--- config.mk ---
export PLATFORM = sky130hd
export DESIGN_NAME = simon_data_out
export DESIGN_NICKNAME = d
export VERILOG_FILES = /design/src/rtl/simon_data_out.sv
export SDC_FILE = /design/constraint.sdc
export NUM_CORES = 1
export LEC_CHECK = 0
export ABC_CLOCK_PERIOD_IN_PS = 1940
export CAP_MARGIN = 5
export CORE_UTILIZATION = 51
export CTS_CLUSTER_SIZE = 10
export DETAILED_ROUTE_END_ITERATION = 16
export MAX_ROUTING_LAYER = met4
export PLACE_DENSITY = 0.8
export SLEW_MARGIN = 20
export SYNTH_ARGS = -nofsm -noshare
export SYNTH_HDL_FRONTEND = slang
export SYNTH_SLANG_ARGS = --single-unit
--- constraint.sdc ---
create_clock -name clk -period 1.94 [get_ports clk]
set_clock_uncertainty 0.05 [all_clocks]
set_input_delay 0.291 -clock clk [delete_from_list [all_inputs] [get_ports clk]]
set_output_delay 0.291 -clock clk [all_outputs]
set_load 0.02 [all_outputs]
--- src/rtl/simon_data_out.sv ---
// SIMON result packer: gathers one or two cipher result blocks into an output packet.
// Optional build macro SIMON_DATA_OUT_ERR_EN adds a sticky err flag and drops malformed first blocks.
`ifndef N
`define N 16
`endif
`ifndef MODE
`define MODE 4'h0
`endif

module simon_data_out (
    input  logic                        clk,
    input  logic                        nR,
    input  logic                        newOUT,
    input  logic [1:0][`N-1:0]          outDATA,
    input  logic [7:0]                  infoOUT,
    output logic                        loadOUT,
    output logic [(1+`N/2):0][7:0]      out,
    output logic                        newPKT,
    input  logic                        loadPKT,
`ifdef SIMON_DATA_OUT_ERR_EN
    output logic                        err,
`endif
    output logic [1:0]                  o_dbg_state
);

    localparam int         NW     = `N;
    localparam logic [3:0] MODE_C = `MODE;

    localparam logic [1:0] S_IDLE    = 2'd0;
    localparam logic [1:0] S_COLLECT = 2'd1;
    localparam logic [1:0] S_BUILD   = 2'd2;
    localparam logic [1:0] S_SEND    = 2'd3;

    logic [1:0]             r_state;
    logic [3:0][NW-1:0]     r_data;
    logic                   r_two_blk;
    logic [7:0]             r_cnt;
    logic                   r_load_out;
    logic                   r_new_pkt;
    logic [(1+NW/2):0][7:0] r_out;

    logic       w_take;
    logic       w_bad;
    logic [7:0] w_info;
    logic       w_unused;

    // Handshake: a block is taken only on an edge with newOUT high and no ack outstanding.
    assign w_take   = newOUT && !r_load_out;
    assign w_info   = {r_two_blk, 2'b00, 1'b1, MODE_C};
    assign w_unused = ^infoOUT[6:0];

`ifdef SIMON_DATA_OUT_ERR_EN
    logic r_err;

    assign w_bad = (infoOUT[3:0] != MODE_C) || infoOUT[5];
    assign err   = r_err;

    always_ff @(posedge clk or negedge nR) begin
        if (!nR)
            r_err <= 1'b0;
        else if (r_state == S_IDLE && w_take && w_bad)
            r_err <= 1'b1;
    end
`else
    assign w_bad = 1'b0;
`endif

    always_ff @(posedge clk or negedge nR) begin
        if (!nR) begin
            r_state    <= S_IDLE;
            r_data     <= '0;
            r_two_blk  <= 1'b0;
            r_cnt      <= 8'd0;
            r_load_out <= 1'b0;
            r_new_pkt  <= 1'b0;
            r_out      <= '0;
        end else begin
            if (r_load_out && !newOUT)
                r_load_out <= 1'b0;
            case (r_state)
                S_IDLE: begin
                    if (w_take) begin
                        r_load_out <= 1'b1;
                        // A rejected block is acknowledged but leaves the FSM in IDLE.
                        if (!w_bad) begin
                            r_two_blk <= infoOUT[7];
                            if (infoOUT[7]) begin
                                r_data[0] <= outDATA[0];
                                r_data[1] <= outDATA[1];
                                r_state   <= S_COLLECT;
                            end else begin
                                r_data[0] <= '0;
                                r_data[1] <= '0;
                                r_data[2] <= outDATA[0];
                                r_data[3] <= outDATA[1];
                                r_state   <= S_BUILD;
                            end
                        end
                    end
                end
                S_COLLECT: begin
                    if (w_take) begin
                        r_load_out <= 1'b1;
                        r_data[2]  <= outDATA[0];
                        r_data[3]  <= outDATA[1];
                        r_state    <= S_BUILD;
                    end
                end
                S_BUILD: begin
                    r_out     <= {w_info, r_cnt, r_data};
                    r_new_pkt <= 1'b1;
                    r_state   <= S_SEND;
                end
                S_SEND: begin
                    if (loadPKT) begin
                        r_new_pkt <= 1'b0;
                        r_cnt     <= r_cnt + 8'd1;
                        r_state   <= S_IDLE;
                    end
                end
                default: r_state <= S_IDLE;
            endcase
        end
    end

    assign loadOUT     = r_load_out;
    assign newPKT      = r_new_pkt;
    assign out         = r_out;
    assign o_dbg_state = r_state;

endmodule

; ---- After elaboration in Yosys (flattened, before gate mapping)
; Index checks and enable logic that the tools add are counted.
[totals]
ff_bits = 151
inputBits = 44
out_inout_bits = 84
wordCells = 55
[op_classes]
add_sub_neg = 1
eq_ne = 7
muxes = 15
reduce_logical = 13
[op_table]
columns = cell, n
row1 = $mux W32, 3
row2 = $mux W64, 1
row3 = $pmux W32 S2, 1
row4 = $add A8 B1 Y8 const B, 1
row5 = $mux W2, 4
row6 = $ne A2 B2 Y1 const B, 4
row7 = $pmux W2 S4, 1
row8 = $reduce_and A2 Y1, 3
row9 = $eq A2 B2 Y1 const B, 2
row10 = $mux W1, 4
row11 = $reduce_and A4 Y1, 1
row12 = $reduce_bool A2 Y1, 2
row13 = $reduce_and A3 Y1, 1
row14 = $eq A2 B1 Y1 const B, 1
row15 = $logic_and A1 B1 Y1, 2
row16 = $logic_not A1 Y1, 2
row17 = $logic_not A2 Y1, 1
row18 = $pmux W1 S2, 1
row19 = $reduce_or A2 Y1, 1

; ---- Depth between registers and ports, before layout
; Gate-level depths: netlist (run 1).
[depth]
depth_word = 5
ltp_mapped = 7
mapped_depth_nobuf = 5

; ---- Worst setup path after synthesis (run 1)
; OpenSTA, ideal clock, no wires.
[synth_timing]
path_kind = reg2reg
start = register r_state[1], in the netlist o_dbg_state[1]
end = register r_data[32] (netlist bit)
setup_ns = 0.079
arrival_ns = 1.686
required_ns = 1.811
setup_slack_ns = 0.124
stages_incl_launch_ff = 7
n_path_buf = 1
period_less_slack_ns = 1.816
path_cell_list = dfrtp_1 -> inv_1 -> ha_1 -> nor2_1 -> a2bb2oi_4 -> buf_12 -> mux2i_1
[synth_between]
elab_chain_len = 3
elab_cells_between_ends = 8
classes_between = eq/ne (4) / mux (1) / reduce/logical (3)
[synth_lines]
columns = item, line_no
row1 = start: declaration, 34  ; logic [1:0] r_state;
row2 = start signal: assignment, 70  ; r_state <= S_IDLE;
row3 = start signal: assignment, 90  ; r_state <= S_COLLECT;
row4 = start signal: assignment, 96  ; r_state <= S_BUILD;
row5 = $eq A2 B1 Y1 / $logic_not A2 Y1 (equally long branches), 80  ; case (r_state)
row6 = $ne A2 B2 Y1 (no line) / $reduce_bool A2 Y1 (equally long branches), --
row7 = $reduce_and A4 Y1 (no line), --
row8 = end: declaration, 35  ; logic [3:0][NW-1:0] r_data;
; Several ways; a longest one is shown, not always the timed one.
; A chain may end at the register's enable or synchronous reset.

; ---- Worst setup path in the final report (run 1)
[layout_timing]
start = register r_load_out, in the netlist loadOUT
end = output port loadOUT
[layout_rtl]
columns = item, line_no
row1 = start: declaration, 38  ; logic r_load_out;
row2 = start signal: assignment, 74  ; r_load_out <= 1'b0;
row3 = start signal: assignment, 79  ; r_load_out <= 1'b0;
row4 = start signal: assignment, 83  ; r_load_out <= 1'b1;
row5 = end: declaration, 16  ; output logic loadOUT,
; No word-level cell between the ends.

==> results of run 1 <==
[power by group through the flow]
stage	Sequential (mW)	Combinational, mW	Clock [mW]
after CTS	5.24	6.07	3.34
after detailed placement	5.27	6.04	0
after global routing	5.40	6.51	3.49
after global placement	5.18	5.82	0
after floorplan	5.94	2.88	0
final	5.24	6.11	3.28
[stage by stage]
stage	instance area (µm²)	cells
floorplan	6250	503
global placement	7570	741
detailed placement	7570	741
CTS	8170	773
global route	8210	774
finish	8210	774
[per-layer routing]
layer  vias up  routed length [µm]
met2       115                6820
li1       1894                   -
met4         0                 244
met5         -                   0
met1      2080                5950
met3        21                 548
[worst paths after layout]
kind                       cells after the start           start    endpoint
max reg2reg                                    6  o_dbg_state[0]  r_data[56]
min reg2reg                                    1         out[76]     out[76]
max in group asynchronous                      3              nR  r_data[56]
min in group clk                               1         out[76]     out[76]
max                                            1         loadOUT     loadOUT
min                                            2              nR     out[52]
[cells in the final DEF, fill, tap and decap left out, drive strengths merged, types with 2 or more instances in the layout]
cell           instances
buf                   17
nand3                  2
and3                   2
conb                   6
nand2b                 2
clkinvlp               2
nand2                 66
inv                   37
ha                     7
o21ai                 65
xnor2                  7
dfrtp                151
mux2i                 34
clkbuf                23
clkdlybuf4s50        113
bufinv                 3
nor2                   2
mux2                  76
nand4                  3
clkinv                 4
o22ai                  2
[registers in the layout, summed over array words and instances (netlist names)]
name,flops
o_dbg_state,2
newPKT,1
out,74
r_two_blk,1
r_data,64
r_cnt,8
loadOUT,1
[area by class of cell]
cell class                      count  area (µm²)  share of cell area
Sequential cell                   151        3780               0.461
Multi-Input combinational cell    280        2120               0.258
Timing Repair Buffer              132        1400               0.170
Clock buffer                       22         464              0.0566
Tap cell                          143         179              0.0218
Inverter                           37         139              0.0169
Clock inverter                      9         125              0.0152
[logic make-up (layout without fill, tap and decap cells)]
group / Yosys count / count (layout) / synth area share
buffers and inverters: 72 / 200 / 0.0589
adders and majority gates: 7 / 7 / 0.0141
other: 1 / 6 / 0.000602
and+or+nand+nor: 81 / 81 / 0.0579
AOI/OAI and AO/OA: 69 / 69 / 0.0601
xor gates and xnor gates: 7 / 7 / 0.00984
muxes: 110 / 110 / 0.192
DFF: 151 / 151 / 0.607
[what timing repair did]
action                                  4_1_cts  5_1_grt
endpoints found under the setup margin        0       23
hold endpoints to repair                     45        0
gates resized for setup                       0        4
hold buffers                                  1        0
==> impl_metrics.tcl, run 1 <==
set metrics [dict create \
    status "completed" \
    synth_area_um2 6230 \
    netlist_instances 498 \
    via_per_inst 5.31 \
    required_ps 1600 \
    fmax_ghz 0.540 \
    synth_top_cell_area_share 0.607 \
    intPower_mw 9.68 \
    synth_common_cells "151 x dfrtp_1, 76 x mux2_2, 66 x nand2_1, 65 x o21ai_0, 37 x inv_1" \
    critical_path_class "register to output pin" \
    grt_pass1_vias 4406 \
    cts_tree "done" \
    numPortBuffers 114 \
    ys_ff_latch 151 \
    area_growth_pct 31.7 \
    synth-edff-count 0 \
    crit_slowest_cell "clkdlybuf4s50_1" \
    finalSetupViolations 0 \
    avgSynthCellArea_um2 12.5 \
    pwr-share-seq 0.358 \
    path_cells "clkdlybuf4s50_1" \
    finalNetCount 670 \
    worst_path_largest_cell_delay_ps 640 \
    clk-insertion-delay-late_ps 420 \
    yosysTopAreaCell "dfrtp_1" \
    crit_path_end_kind "output pin" \
    grt_use_met2 0.386 \
    utilization 0.704 \
    min_path_type "primary input to async pin" \
    ioPinCount 128 \
    cts_buffers 17 \
    clkTransAtPathRegs_ps 60 \
    routabilityCongestion 0.808 \
    pre_cts_ws_ps 23.9 \
    busiest_layer "met2" \
    core_um2 11700 \
    drive_gt1_frac 0.211 \
    antenna_left 0 \
    finalWorstSetupSlack_ps 88.9 \
    initial_core_util 0.534 \
    path_max_fanout 4 \
    p_comb_frac 0.417 \
    crit_family "buffers and inverters" \
    overflow 0 \
    die_width_um 113 \
    route.vias.total 4110 \
    synth_flop_cell "dfrtp_1" \
    reg2reg_slack_ps 130 \
    numClockSinks 151 \
    cts.path.max_buffers 2 \
    swShare 0.338 \
    met1_usage 0.290 \
    total_power_mw 14.6 \
    final.period_utilization 0.954 \
    drt_iter0_markers 186 \
    power.switching_mw 4.95 \
    num_rows 39 \
    dp_hpwl_mm 8.95 \
    grt_util_met3 0.0599 \
    leakage_nw 3.73 \
    rsz0062_at_grt "false" \
    grt_max_degree 51 \
    grt_pass1_wl_mm 22.4 \
    chipHeight_um 113 \
    crit_arrival_ps 1510 \
    fill_cells 825 \
    finalHoldViolCount 0 \
    startpoint_type "register" \
    dieArea_um2 12700 \
    ys_top_cells_by_area "dfrtp_1 61%, mux2_2 14%, mux2i_1 5.5%" \
    gr-usage-all-layers 0.241 \
    async_reset_ff_frac 1.00 \
    yosysWarnings 0 \
    finalWirelength_mm 13.6 \
    synth_cell_types 26 \
    cts_root_buffer "clkbuf_16" \
    whs_ps 319 \
    worst-path-buf-inv 1 \
    diodes 0 \
    yosysMostFrequentCell "dfrtp_1" \
    clkPwrFrac 0.224 \
    fin_setup_tns_ps 0 \
    cts_max_level 4 \
    post-cts-setup-buffer-count 0 \
    ys_seq_area_frac 0.607 \
    p_per_area_nw_per_um2 1780 \
    drv_slew 0 \
    drc 0 \
    cap_violations 0 \
    antenna_found_initial 0 \
    fin_crit_ps 1850 \
    avgRoutedWirePerCell_um 17.5 \
    drtPass1Iterations 4 \
    ir_worst_vdd_v 0.000974 \
]
Note: power is estimated with default switching activity, not from simulation.
==> run 2: changes to the inputs <==
--- a/config.mk
+++ b/config.mk
@@ -12,6 +12,7 @@
 export DETAILED_ROUTE_END_ITERATION = 16
 export MAX_ROUTING_LAYER = met4
 export PLACE_DENSITY = 0.8
+export SETUP_SLACK_MARGIN = 0.4
 export SLEW_MARGIN = 20
 export SYNTH_ARGS = -nofsm -noshare
 export SYNTH_HDL_FRONTEND = slang
==> impl_metrics.tcl, run 2 (synthesis gave the netlist of run 1 again) <==
set metrics [dict create \
    cts_max_level 4 \
    critical_path_class "register to register" \
    clkTransAtPathRegs_ps 60 \
    routabilityCongestion 0.773 \
    core_um2 11700 \
    place_area_um2 7600 \
    grt_max_degree 50 \
    largest_reg_flops 74 \
    leakage_nw 4.37 \
    fin_setup_tns_ps 0 \
    min_path_type "primary input to async pin" \
    drtPass1Iterations 4 \
    required_ps 2220 \
    overflow 0 \
    path_max_fanout 20 \
    gr-usage-all-layers 0.243 \
    ioPinCount 128 \
    cts_root_buffer "clkbuf_16" \
    area_growth_pct 42.4 \
    numPortBuffers 114 \
    finalHoldViolCount 0 \
    finalSetupViolations 0 \
    p_per_area_nw_per_um2 1830 \
    drc 0 \
    whs_ps 324 \
    num_rows 39 \
    finalWirelength_mm 16.0 \
    final.period_utilization 0.886 \
    postLayoutCellArea_um2 8870 \
    cts_buffers 17 \
    drive_gt1_frac 0.260 \
    via_per_inst 5.45 \
    cp-startpoint "o_dbg_state[0]" \
    grt_pass1_wl_mm 22.7 \
    numClockSinks 151 \
    status "completed" \
    drt_iter0_markers 214 \
    ir_worst_vdd_v 0.00105 \
    die_width_um 113 \
    fmax_ghz 0.582 \
    reg2reg_from "o_dbg_state[0]" \
    cts_tree "done" \
    cap_violations 0 \
    route.vias.total 4363 \
    final_common_cell "dfrtp_1" \
    finalWorstSetupSlack_ps 222 \
    drv_slew 0 \
    grt_pass1_vias 4477 \
    rsz0062_at_grt "true" \
    dieArea_um2 12700 \
    crit_arrival_ps 2000 \
    antenna_found_initial 0 \
    fin_crit_ps 1720 \
    final_cell_mix "149 x dfrtp_1, 75 x dlygate4sd2_1, 66 x nand2_1" \
    chipHeight_um 113 \
    initial_core_util 0.534 \
    dp_hpwl_mm 8.52 \
    antenna_left 0 \
    avgRoutedWirePerCell_um 20.0 \
    crit_path_end_kind "register" \
    utilization 0.760 \
    clk-insertion-delay-late_ps 420 \
    diodes 0 \
    finalNetCount 697 \
    cts.path.max_buffers 2 \
    startpoint_type "register" \
    pre_cts_ws_ps 50.1 \
    fill_cells 713 \
]
==> run 2: changes by cell type in the layout (fill, tap and decap cells not counted), moves of 6 or more <==
cell | previous run | this run
clkbuf_16 | 18 | 28
clkdlybuf4s50_1 | 113 | 35
mux2_2 | 76 | 25
buf_6 | 1 | 7
dlygate4sd2_1 | 0 | 75
mux2_4 | 0 | 51
==> run 2: routing by layer <==
metal	global-route usage	routed length (µm)	share of wire	vias up
met5	-	0	0	-
met4	0.0844	222	0.014	0
met3	0.0686	803	0.050	28
met2	0.391	8180	0.51	130
met1	0.295	6820	0.43	2254
li1	-	-	-	1951
==> run 2: per-stage QoR <==
step / cells / power (mW)
after floorplan: 503 / 8.94
after global placement: 741 / 11.1
after detailed placement: 741 / 11.3
after CTS: 785 / 14.7
after global routing: 801 / 16.9
final: 801 / 16.2
==> run 2: final cells by class <==
class	instances	area, µm²	area share
sequential	151	3780	0.426
multi-input combinational	280	2350	0.265
timing repair buffer	159	1830	0.206
clock buffer	23	488	0.0550
tap	143	179	0.0202
inverter	37	144	0.0162
clock inverter	8	96.3	0.0109
==> run 2: worst paths after layout <==
kind                              endpoint  slack (ps)  depth (start not counted)
max in group asynchronous          out[39]         840                          3
worst max-delay path            r_data[20]         220                          6
worst min register to register     out[76]         410                          1
worst min-delay path            r_data[22]         320                          2
worst max register to register  r_data[20]         220                          6
min in group clk                 r_data[7]         400                          3
==> run 2: repair_timing <==
item                                    CTS  global route
pin swaps                                 1             3
gates resized for setup                  89            76
hold buffers                              1             0
cloned                                    3            11
endpoints found under the setup margin  188           115
hold endpoints to repair                 45             0
buffers inserted                          9             5
==> run 2: power by group <==
| part | internal, mW | switching (mW) | total (mW) |
|---|---|---|---|
| clock network | 2.02 | 1.28 | 3.29 |
| logic | 4.09 | 3.52 | 7.61 |
| registers | 4.47 | 0.811 | 5.28 |
==> run 2: worst max-delay path, stage by stage (launching register included) <==
cell       delay, ps
dfrtp_2          460
inv_4            120
ha_4             160
nand3b_1         200
buf_4            230
clkbuf_16        180
o21ai_0          220
